### config.mk
export PLATFORM = sky130hd
export DESIGN_NAME = mem_arbiter
export DESIGN_NICKNAME = d
export VERILOG_FILES = /design/src/rtl/mem_arbiter_pkg.sv /design/src/rtl/mem_arbiter_rr_pick.sv /design/src/rtl/mem_arbiter.sv
export SDC_FILE = /design/constraint.sdc
export NUM_CORES = 1
export LEC_CHECK = 0
export ABC_AREA = 1
export CAP_MARGIN = 40
export CORE_MARGIN = 5
export CORE_UTILIZATION = 40
export CTS_BUF_LIST = sky130_fd_sc_hd__clkbuf_8 sky130_fd_sc_hd__clkbuf_16
export DETAILED_ROUTE_END_ITERATION = 16
export HOLD_SLACK_MARGIN = 0.06
export PLACE_DENSITY = 0.88
export SYNTH_ARGS = -nofsm -noshare
export SYNTH_HDL_FRONTEND = slang
export SYNTH_HIERARCHICAL = 1
export SYNTH_SLANG_ARGS = --single-unit
### constraint.sdc
create_clock -name clk -period 5.26 [get_ports clk]
set_clock_uncertainty 0.1 [all_clocks]
set_input_delay 1.052 -clock clk [delete_from_list [all_inputs] [get_ports clk]]
set_output_delay 1.052 -clock clk [all_outputs]
set_load 0.01 [all_outputs]
### src/rtl/mem_arbiter_pkg.sv
// Shared definitions for the program/data RAM arbiter: default sizes, requester ids
// and small helpers used by the arbiter and its round-robin picker.
package mem_arbiter_pkg;

  localparam int NUM_REQ_DEF  = 3;
  localparam int ADDR_W_DEF   = 8;
  localparam int DATA_W_DEF   = 32;
  localparam int LOCK_MAX_DEF = 16;

  // Requester slots; NUM_REQ never exceeds 4, so a 2-bit index covers every slot.
  localparam int IDX_W = 2;

  typedef enum logic [IDX_W-1:0] {
    ID_LOADER = 2'd0,
    ID_FETCH  = 2'd1,
    ID_DATA   = 2'd2,
    ID_SPARE  = 2'd3
  } req_id_e;

  localparam int REQ_LOADER = 0;
  localparam int REQ_FETCH  = 1;
  localparam int REQ_DATA   = 2;

  function automatic logic [3:0] idx_onehot(input logic [IDX_W-1:0] idx);
    return 4'b0001 << idx;
  endfunction

endpackage

### src/rtl/mem_arbiter_rr_pick.sv
// Round-robin picker: one-hot selection of the first masked request found
// searching upward from last+1 with wrap-around.
module rr_pick
  import mem_arbiter_pkg::*;
#(
  parameter int NUM_REQ = NUM_REQ_DEF
) (
  input  logic [NUM_REQ-1:0] req,
  input  logic [IDX_W-1:0]   last,
  input  logic [NUM_REQ-1:0] mask,
  output logic [NUM_REQ-1:0] pick
);

  logic [NUM_REQ-1:0] cand;
  logic               found;
  int                 pos;

  always_comb begin
    cand  = req & mask;
    pick  = '0;
    found = 1'b0;
    pos   = 0;
    for (int k = 1; k <= NUM_REQ; k++) begin
      pos = int'(last) + k;
      if (pos >= NUM_REQ) begin
        pos = pos - NUM_REQ;
      end
      for (int j = 0; j < NUM_REQ; j++) begin
        if (!found && cand[j] && (pos == j)) begin
          pick[j] = 1'b1;
          found   = 1'b1;
        end
      end
    end
  end

endmodule

### src/rtl/mem_arbiter.sv
// Single-port RAM arbiter for loader / CPU fetch / CPU data with round-robin grant.
// Optional ownership locking is compiled in with MEM_ARB_LOCK_EN.
module mem_arbiter
  import mem_arbiter_pkg::*;
#(
  parameter int NUM_REQ  = NUM_REQ_DEF,
  parameter int ADDR_W   = ADDR_W_DEF,
`ifdef MEM_ARB_LOCK_EN
  parameter int LOCK_MAX = LOCK_MAX_DEF,
`endif
  parameter int DATA_W   = DATA_W_DEF
) (
  input  logic                       clk,
  input  logic                       reset,
  input  logic                       pause,
  input  logic [NUM_REQ-1:0]         req,
  input  logic [NUM_REQ-1:0]         we,
  input  logic [NUM_REQ*ADDR_W-1:0]  addr,
  input  logic [NUM_REQ*DATA_W-1:0]  wdata,
`ifdef MEM_ARB_LOCK_EN
  input  logic [NUM_REQ-1:0]         lock,
`endif
  output logic [NUM_REQ-1:0]         gnt,
  output logic [NUM_REQ-1:0]         rvalid,
  output logic [DATA_W-1:0]          rdata,
  output logic                       mem_en,
  output logic                       mem_we,
  output logic [ADDR_W-1:0]          mem_addr,
  output logic [DATA_W-1:0]          mem_wdata,
  input  logic [DATA_W-1:0]          mem_rdata
);

  localparam logic [IDX_W-1:0] LAST_RST = IDX_W'(NUM_REQ - 1);

  logic [IDX_W-1:0]   last_q, last_d;
  logic [NUM_REQ-1:0] rvalid_q, rvalid_d;
  logic [ADDR_W-1:0]  addr_q, addr_d;
  logic [DATA_W-1:0]  wdata_q, wdata_d;
  logic [NUM_REQ-1:0] mask;
  logic [NUM_REQ-1:0] pick;
  logic [IDX_W-1:0]   gnt_idx;
  logic               gnt_lock;

`ifdef MEM_ARB_LOCK_EN
  // own | meaning
  // 0   | free: round-robin over all requesters
  // 1   | owned: only owner_q is eligible, cnt_q grants taken so far
  localparam int CNT_W = $clog2(LOCK_MAX + 1);

  logic               own_q, own_d;
  logic [IDX_W-1:0]   owner_q, owner_d;
  logic [CNT_W-1:0]   cnt_q, cnt_d;
  logic [CNT_W:0]     cnt_inc;
  logic [3:0]         owner_oh4;
  logic [NUM_REQ-1:0] owner_oh;

  always_comb begin
    owner_oh4 = idx_onehot(owner_q);
    owner_oh  = owner_oh4[NUM_REQ-1:0];
    mask      = own_q ? owner_oh : '1;
  end
`else
  assign mask = '1;
`endif

  rr_pick #(
    .NUM_REQ (NUM_REQ)
  ) u_rr_pick (
    .req  (req),
    .last (last_q),
    .mask (mask),
    .pick (pick)
  );

  // Without a grant the RAM bus keeps its last driven address/data, so no X leaks out.
  always_comb begin
    gnt       = (reset || pause) ? '0 : pick;
    mem_en    = |gnt;
    mem_we    = 1'b0;
    mem_addr  = addr_q;
    mem_wdata = wdata_q;
    gnt_idx   = last_q;
    gnt_lock  = 1'b0;
    for (int i = 0; i < NUM_REQ; i++) begin
      if (gnt[i]) begin
        mem_we    = we[i];
        mem_addr  = addr[i*ADDR_W +: ADDR_W];
        mem_wdata = wdata[i*DATA_W +: DATA_W];
        gnt_idx   = IDX_W'(i);
`ifdef MEM_ARB_LOCK_EN
        gnt_lock  = lock[i];
`endif
      end
    end
    last_d   = gnt_idx;
    addr_d   = mem_addr;
    wdata_d  = mem_wdata;
    rvalid_d = gnt & ~we;
  end

`ifdef MEM_ARB_LOCK_EN
  always_comb begin
    own_d   = own_q;
    owner_d = owner_q;
    cnt_d   = cnt_q;
    cnt_inc = (own_q ? {1'b0, cnt_q} : '0) + (CNT_W+1)'(1);
    if (mem_en) begin
      if (gnt_lock && (cnt_inc < (CNT_W+1)'(LOCK_MAX))) begin
        own_d   = 1'b1;
        owner_d = gnt_idx;
        cnt_d   = cnt_inc[CNT_W-1:0];
      end else begin
        own_d = 1'b0;
        cnt_d = '0;
      end
    end else if (own_q && !(|(req & owner_oh))) begin
      own_d = 1'b0;
      cnt_d = '0;
    end
  end

  always_ff @(posedge clk) begin
    if (reset) begin
      own_q   <= 1'b0;
      owner_q <= '0;
      cnt_q   <= '0;
    end else begin
      own_q   <= own_d;
      owner_q <= owner_d;
      cnt_q   <= cnt_d;
    end
  end
`else
  logic unused_lock;
  assign unused_lock = gnt_lock;
`endif

  always_ff @(posedge clk) begin
    if (reset) begin
      last_q   <= LAST_RST;
      rvalid_q <= '0;
      addr_q   <= '0;
      wdata_q  <= '0;
    end else begin
      last_q   <= last_d;
      rvalid_q <= rvalid_d;
      addr_q   <= addr_d;
      wdata_q  <= wdata_d;
    end
  end

  // A read in flight when reset arrives must not be reported.
  assign rvalid = reset ? '0 : rvalid_q;
  assign rdata  = mem_rdata;

endmodule

Word-level counts from Yosys, hierarchy flattened
Cells that the tools add are included.
{"block": "op_classes", "n_addsub": 6, "n_lt_le_gt_ge": 3, "eq_ne": 6, "n_mux": 32, "n_bitwise": 2, "reduce_logical": 32}
{"op": "$mux W32", "n": 6}
{"op": "$eq A32 B2 Y1 const B", "n": 3}
{"op": "$eq A32 B3 Y1 const B", "n": 3}
{"op": "$ge A32 B3 Y1 const B", "n": 3}
{"op": "$logic_not A32 Y1", "n": 3}
{"op": "$sub A32 B3 Y32 const B", "n": 3}
{"op": "$mux W8", "n": 3}
{"op": "$mux W1", "n": 19}
{"op": "$logic_and A1 B1 Y1", "n": 17}
{"op": "$logic_not A1 Y1", "n": 8}
{"op": "$add A2 B2 Y3 const B", "n": 2}
{"op": "$mux W3", "n": 2}
{"op": "$mux W2", "n": 2}
{"op": "$add A2 B1 Y3 const B", "n": 1}
{"op": "$and A3 B3 Y3", "n": 1}
{"op": "$not A3 Y3", "n": 1}
{"op": "$reduce_or A3 Y1", "n": 1}
{"op": "$reduce_bool A2 Y1", "n": 1}
{"op": "$reduce_or A2 Y1", "n": 1}
{"op": "$logic_or A1 B1 Y1", "n": 1}
{"block": "totals", "reg_bits": 45, "inputBits": 161, "out_inout_bits": 80, "wordCells": 85}

Depth between registers and ports, before layout
{"block": "depth", "depth_word": 42, "depth_mapped": 17, "ltp_nobuf": 15}

Modules after synthesis
The synthesis kept the hierarchy.
{"module": "mem_arbiter", "instances": 1, "cells_per_inst": 584, "area_per_inst_um2": 3390.8, "seq_area_each_um2": 900.9}
{"module": "rr_pick", "instances": 1, "cells_per_inst": 41, "area_per_inst_um2": 234.0, "seq_area_each_um2": 0.0}

Least setup slack after synthesis
OpenSTA, ideal clock, no wires.
{"block": "synth_path", "kind": "input port to output port", "startpoint": "in req[2]", "endpoint": "out mem_addr[7]", "arrival_time_ps": 2530, "t_required_ps": 4108, "path_slack_ps": 1578, "cell_stages": 14, "path_buffers": 2, "path_cell_list": "nand2_1 -> inv_1 -> a21oi_4 -> nand3_2 -> nor2_2 -> nand3_1 -> nand2_1 -> clkbuf_1 -> clkbuf_1 -> nand3_1 -> nand2_1 -> inv_1 -> nand2_1 -> nand2_1"}
{"block": "synth_via", "word_cells_on_any_way": 37, "cone_classes": "17 x mux; 20 x reduce/logical"}
{"element": "start: declaration", "line_no": "mem_arbiter.sv:16", "source": "input logic [NUM_REQ-1:0] req,"}
{"element": "$logic_and A1 B1 Y1 (2 in a row)", "line_no": "mem_arbiter_rr_pick.sv:29", "source": "if (!found && cand[j] && (pos == j)) begin"}
{"element": "$mux W1", "line_no": "mem_arbiter_rr_pick.sv:29"}
{"element": "$logic_not A1 Y1", "line_no": "mem_arbiter_rr_pick.sv:29"}
{"element": "$logic_and A1 B1 Y1 (2 in a row)", "line_no": "mem_arbiter_rr_pick.sv:29"}
{"element": "$mux W1", "line_no": "mem_arbiter_rr_pick.sv:29"}
{"element": "$logic_not A1 Y1", "line_no": "mem_arbiter_rr_pick.sv:29"}
{"element": "$logic_and A1 B1 Y1 (2 in a row)", "line_no": "mem_arbiter_rr_pick.sv:29"}
{"element": "$mux W1", "line_no": "mem_arbiter_rr_pick.sv:29"}
{"element": "[... 5 more ...]"}
{"element": "$logic_and A1 B1 Y1 (2 in a row)", "line_no": "mem_arbiter_rr_pick.sv:29"}
{"element": "$mux W1", "line_no": "mem_arbiter_rr_pick.sv:29"}
{"element": "$logic_not A1 Y1", "line_no": "mem_arbiter_rr_pick.sv:29"}
{"element": "$logic_and A1 B1 Y1 (2 in a row)", "line_no": "mem_arbiter_rr_pick.sv:29"}
{"element": "$mux W1 (*)", "line_no": "mem_arbiter_rr_pick.sv:29"}
{"element": "net pick[1]", "line_no": "mem_arbiter.sv:40", "source": "logic [NUM_REQ-1:0] pick;"}
{"element": "$mux W3 (*)", "line_no": "mem_arbiter.sv:77", "source": "gnt = (reset || pause) ? '0 : pick;"}
{"element": "$mux W8 (*) (2 in a row)", "line_no": "mem_arbiter.sv:85", "source": "if (gnt[i]) begin"}
{"element": "end: declaration", "line_no": "mem_arbiter.sv:28", "source": "output logic [ADDR_W-1:0] mem_addr,"}
The timed path passes the listed nets; every way through them passes the cells marked *.

Worst setup path in the final report
{"block": "layout_path", "startpoint": "in req[1]", "endpoint": "out mem_addr[6]"}
{"block": "layout_via", "word_cells_on_any_way": 42, "cone_classes": "19 x mux; 23 x reduce/logical"}
{"element": "$logic_and A1 B1 Y1 (2 in a row)", "line_no": "mem_arbiter_rr_pick.sv:29"}
{"element": "$mux W1", "line_no": "mem_arbiter_rr_pick.sv:29"}
{"element": "$logic_not A1 Y1", "line_no": "mem_arbiter_rr_pick.sv:29"}
{"element": "$logic_and A1 B1 Y1 (2 in a row)", "line_no": "mem_arbiter_rr_pick.sv:29"}
{"element": "$mux W1", "line_no": "mem_arbiter_rr_pick.sv:29"}
{"element": "$logic_not A1 Y1", "line_no": "mem_arbiter_rr_pick.sv:29"}
{"element": "$logic_and A1 B1 Y1 (2 in a row)", "line_no": "mem_arbiter_rr_pick.sv:29"}
{"element": "$mux W1", "line_no": "mem_arbiter_rr_pick.sv:29"}
{"element": "[... 5 more ...]"}
{"element": "$logic_and A1 B1 Y1 (2 in a row)", "line_no": "mem_arbiter_rr_pick.sv:29"}
{"element": "$mux W1", "line_no": "mem_arbiter_rr_pick.sv:29"}
{"element": "$logic_not A1 Y1", "line_no": "mem_arbiter_rr_pick.sv:29"}
{"element": "$logic_and A1 B1 Y1 (2 in a row)", "line_no": "mem_arbiter_rr_pick.sv:29"}
{"element": "$mux W1 (*)", "line_no": "mem_arbiter_rr_pick.sv:29"}
{"element": "net pick[0]", "line_no": "mem_arbiter.sv:40"}
{"element": "$mux W3 (*)", "line_no": "mem_arbiter.sv:77"}
{"element": "$mux W8 (*) (3 in a row)", "line_no": "mem_arbiter.sv:85"}
Marks and branches as above.

==> key figures <==
Status
  • Outcome: finished, final reports clean

Routing
  • Via total after detailed routing: 4,275
  • Number of optimization iterations in the first detailed-route pass: 5
  • Drt initial violations: 211
  • Remaining antenna violation count after routing: 0
  • Routed wire length: 12,200 um
  • Average wire per cell in the routed design: 14.2 um
  • Remaining design rule violation count: 0
  • Via density: 4.97

Min path
  • Launch instance of the worst min-delay path: last_q[1]$_SDFFE_PP1P_
  • Worst Hold Endpoint: last_q[1]$_SDFFE_PP1P_
  • Hold Path Class: reg -> reg
  • Cell depth of the worst hold path: 2

Layout
  • Proportion of layout cells with a drive suffix above 1: 4.39%
  • Final Non-Filler Cells: 860
  • Number of filler cells placed in the layout: 821
  • Layout-stage area growth over the synthesis result: 45.3%
  • Final antenna diode count: 0
  • Final layout net count: 915

Pwr
  • Pwr/cell area: 196 nW/um^2
  • Total power after layout: 1.03 mW
  • VDD IR-drop max: 0.0000978 V
  • Cell leakage power: 2.67 nW

Placement
  • Placement Setup Slack: 0.366 ns
  • Placed insts: 852
  • Count of input and output buffers: 176
  • GP Congestion: 0.865
  • Post-detail-place hpwl: 9120 um

Setup path
  • Critical Path Source Type: input pin
  • Cell repeated most along the worst path: sky130_fd_sc_hd__nand3_1
  • Bufs and invs on worst path: 3
  • Biggest fanout along the worst timing path: 14
  • Gate family responsible for the most delay along the worst path: buffers and inverters
  • Register-to-Register Path Depth: 15
  • Flop-to-flop setup slack: 2.56 ns
  • Arrival time at the worst endpoint: 3.78 ns
  • Worst stage delay on the critical path: 0.56 ns
  • Beginning of the worst register-to-register path: last_q[0]$_SDFFE_PP0P_
  • Number of stages on the worst setup path: 13
  • Capture point of the worst reg-to-reg path: wdata_q[23]$_SDFF_PP0_
  • WP data required: 4.11 ns
  • Highest-delay cell along the critical path: sky130_fd_sc_hd__clkdlybuf4s50_1
  • CP endpoint kind: output port
  • Critical path type: in -> out
  • Cell Chain, Critical Path: clkdlybuf4s50_1 > nand3_2 > nand4_1 > nand3_2 > nor2_2 > nand3_1 > nand2_2 > buf_4 > nand3_1 > nand3_1 > nand2_1 > nand2_1 > clkdlybuf4s50_1

Timing
  • Post-layout min period: 4.93 ns
  • Number of failing setup endpoints in the final timing report: 0
  • TNS Setup: 0 ns
  • FMAX: 203 MHz
  • Max-slew violation count: 0
  • Max transition margin: 63.9%
  • Hold Violations, Final: 0
  • Setup repair after global routing missed its margin: no
  • Hold Slack: 0.449 ns
  • Final period utilization: 93.7%
  • Worst-case setup margin in the final layout: 0.329 ns
  • Slew at the pin closest to its max-slew limit: 0.542 ns

Synth
  • Largest area contributor in the synthesized netlist: sky130_fd_sc_hd__dfxtp_1
  • Cell variety after synth: 26
  • Count of mapped cells out of synthesis: 625
  • Yosys warning count: 6
  • Flip-flop and latch count after synthesis: 45
  • Async S/R FF share, synth: 0%
  • Share of the yosys chip area belonging to registers: 24.9%
  • Post-synth EDFFs: 0
  • Share of Yosys cell area claimed by the top area cell type: 24.9%
  • Synth Cell Area: 3620 um^2
  • Syn avg cell area: 5.80 um^2
  • Top area cells in the synthesized netlist: sky130_fd_sc_hd__dfxtp_1 (25%), sky130_fd_sc_hd__nand2_1 (22%), sky130_fd_sc_hd__nand3_1 (18%), sky130_fd_sc_hd__inv_1 (10%), sky130_fd_sc_hd__buf_4 (8.3%)
  • Dominant register cell in the synthesized netlist: sky130_fd_sc_hd__dfxtp_1

CTS
  • Hold bufs inserted after CTS: 0
  • Clock latency on the worst-skew pair: 0.30 ns
  • Buffers inserted during post-CTS setup optimization: 0
  • TritonCTS buffer count: 5
  • Clock tree root buffer cell: sky130_fd_sc_hd__clkbuf_8
  • Post-CTS clock slew at the launch and capture registers of the worst setup and hold paths: 0.09 ns
  • Total number of clock tree sinks: 45
  • Clock tree from TritonCTS: done
  • Clk buf depth: 2
  • Clock H-tree levels: 2
  • Number of gates resized after cts: 0

Global routing
  • GRT Residual Overflow: 0
  • Maximum number of pins on one net before global-route repair: 54
  • Antenna violations before repair: 0
  • Tot GR Track Use: 21.0%
  • Wire length of the first global-routing pass: 19,600 um
  • Vias in the first global route: 4,266

Floorplan
  • Site Rows: 34
  • Core Box Area: 8760 um^2
  • Floorplan die area: 11,100 um^2
  • X dimension of the die: 105 um
  • Starting density of the core: 41.4%
  • Count of boundary I/O pins: 241
  • Die Ht: 105 um

Job
  • Max cap viols: 0
-- kinds of logic after synthesis --
logic type / count (synthesis) / synth area share (%)
buffers and inverters: 171 / 23.5
other: 1 / 0.103
AOI/OAI and AO/OA: 45 / 6.59
and+or+nand+nor: 360 / 43.9
adders and majority gates: 3 / 1.04
DFF: 45 / 24.9
-- synth_stat cells, drive strengths merged, types with 2 or more instances --
| cell type | number |
|---|---|
| nand3 | 130 |
| a31oi | 2 |
| nand4 | 3 |
| nor2 | 10 |
| clkbuf | 12 |
| nor3 | 2 |
| buf | 60 |
| a21oi | 42 |
| inv | 99 |
| ha | 3 |
| dfxtp | 45 |
| nand2 | 214 |
-- worst reg2reg max path, stage by stage (launching register included) --
cell                      delay, ns
sky130_fd_sc_hd__dfxtp_1       0.36
sky130_fd_sc_hd__inv_1         0.07
sky130_fd_sc_hd__ha_1          0.31
sky130_fd_sc_hd__inv_1         0.05
sky130_fd_sc_hd__nand3_2       0.10
sky130_fd_sc_hd__nand2_2       0.07
sky130_fd_sc_hd__a21oi_4       0.18
sky130_fd_sc_hd__nand3_2       0.09
sky130_fd_sc_hd__nor2_2        0.13
sky130_fd_sc_hd__nand3_1       0.10
sky130_fd_sc_hd__nand2_2       0.30
sky130_fd_sc_hd__buf_4         0.30
sky130_fd_sc_hd__nand3_1       0.10
sky130_fd_sc_hd__nand3_1       0.12
sky130_fd_sc_hd__nand2_1       0.08
sky130_fd_sc_hd__a21oi_1       0.15
-- area by class of cell --
cell class | count | area (um^2) | area share, %
clock buffer | 6 | 82.6 | 1.57
sequential | 45 | 901 | 17.1
timing repair buffer | 187 | 1850 | 35.2
clock inverter | 2 | 33.8 | 0.641
multi-input combinational | 413 | 1890 | 35.9
inverter | 99 | 372 | 7.06
tap | 108 | 135 | 2.57
-- per-layer routing --
layer,global-route usage (%),part of all wire [%],vias to the layer above
met5,0,0,-
met4,6.85,2.0,0
met3,4.93,7.2,29
met2,38.1,51,182
met1,24.1,40,1918
li1,-,-,2146
-- through the flow --
stage	util, %	cell area [um^2]
after floorplan	-	3640
after global placement	58.8	5150
after detailed placement	58.8	5150
after CTS	60.1	5270
after global routing	60.1	5270
final	60.1	5270
-- cells in the final DEF (no fill, tap or decap), drive strengths merged --
| master | count |
|---|---|
| a21oi | 42 |
| a31oi | 2 |
| buf | 12 |
| bufinv | 1 |
| clkbuf | 6 |
| clkdlybuf4s50 | 175 |
| conb | 5 |
| dfxtp | 45 |
| ha | 3 |
| inv | 100 |
| nand2 | 214 |
| nand3 | 130 |
| nand3b | 1 |
| nand4 | 3 |
| nor2 | 10 |
| nor3 | 2 |
| o21ai | 1 |
-- sequential cells by signal, indices dropped and copies added, names as in the netlist --
signal,flops
wdata_q,32
addr_q,8
rvalid_q,3
last_q,2
-- worst max path at each step --
stage	from	to	slack, ns
after detailed placement	req[1]	mem_addr[6]	0.37
after CTS	req[1]	mem_addr[6]	0.36
after global placement	req[1]	mem_addr[6]	0.47
final	req[1]	mem_addr[6]	0.33
after global routing	req[1]	mem_addr[6]	0.20
after floorplan	req[2]	mem_addr[7]	1.58
-- power breakdown --
group          switching, mW  total (mW)  internal [mW]
logic                  0.180       0.387          0.207
clock network          0.120       0.273          0.153
registers            0.00618       0.370          0.363
(Power assumes the default switching activity.)
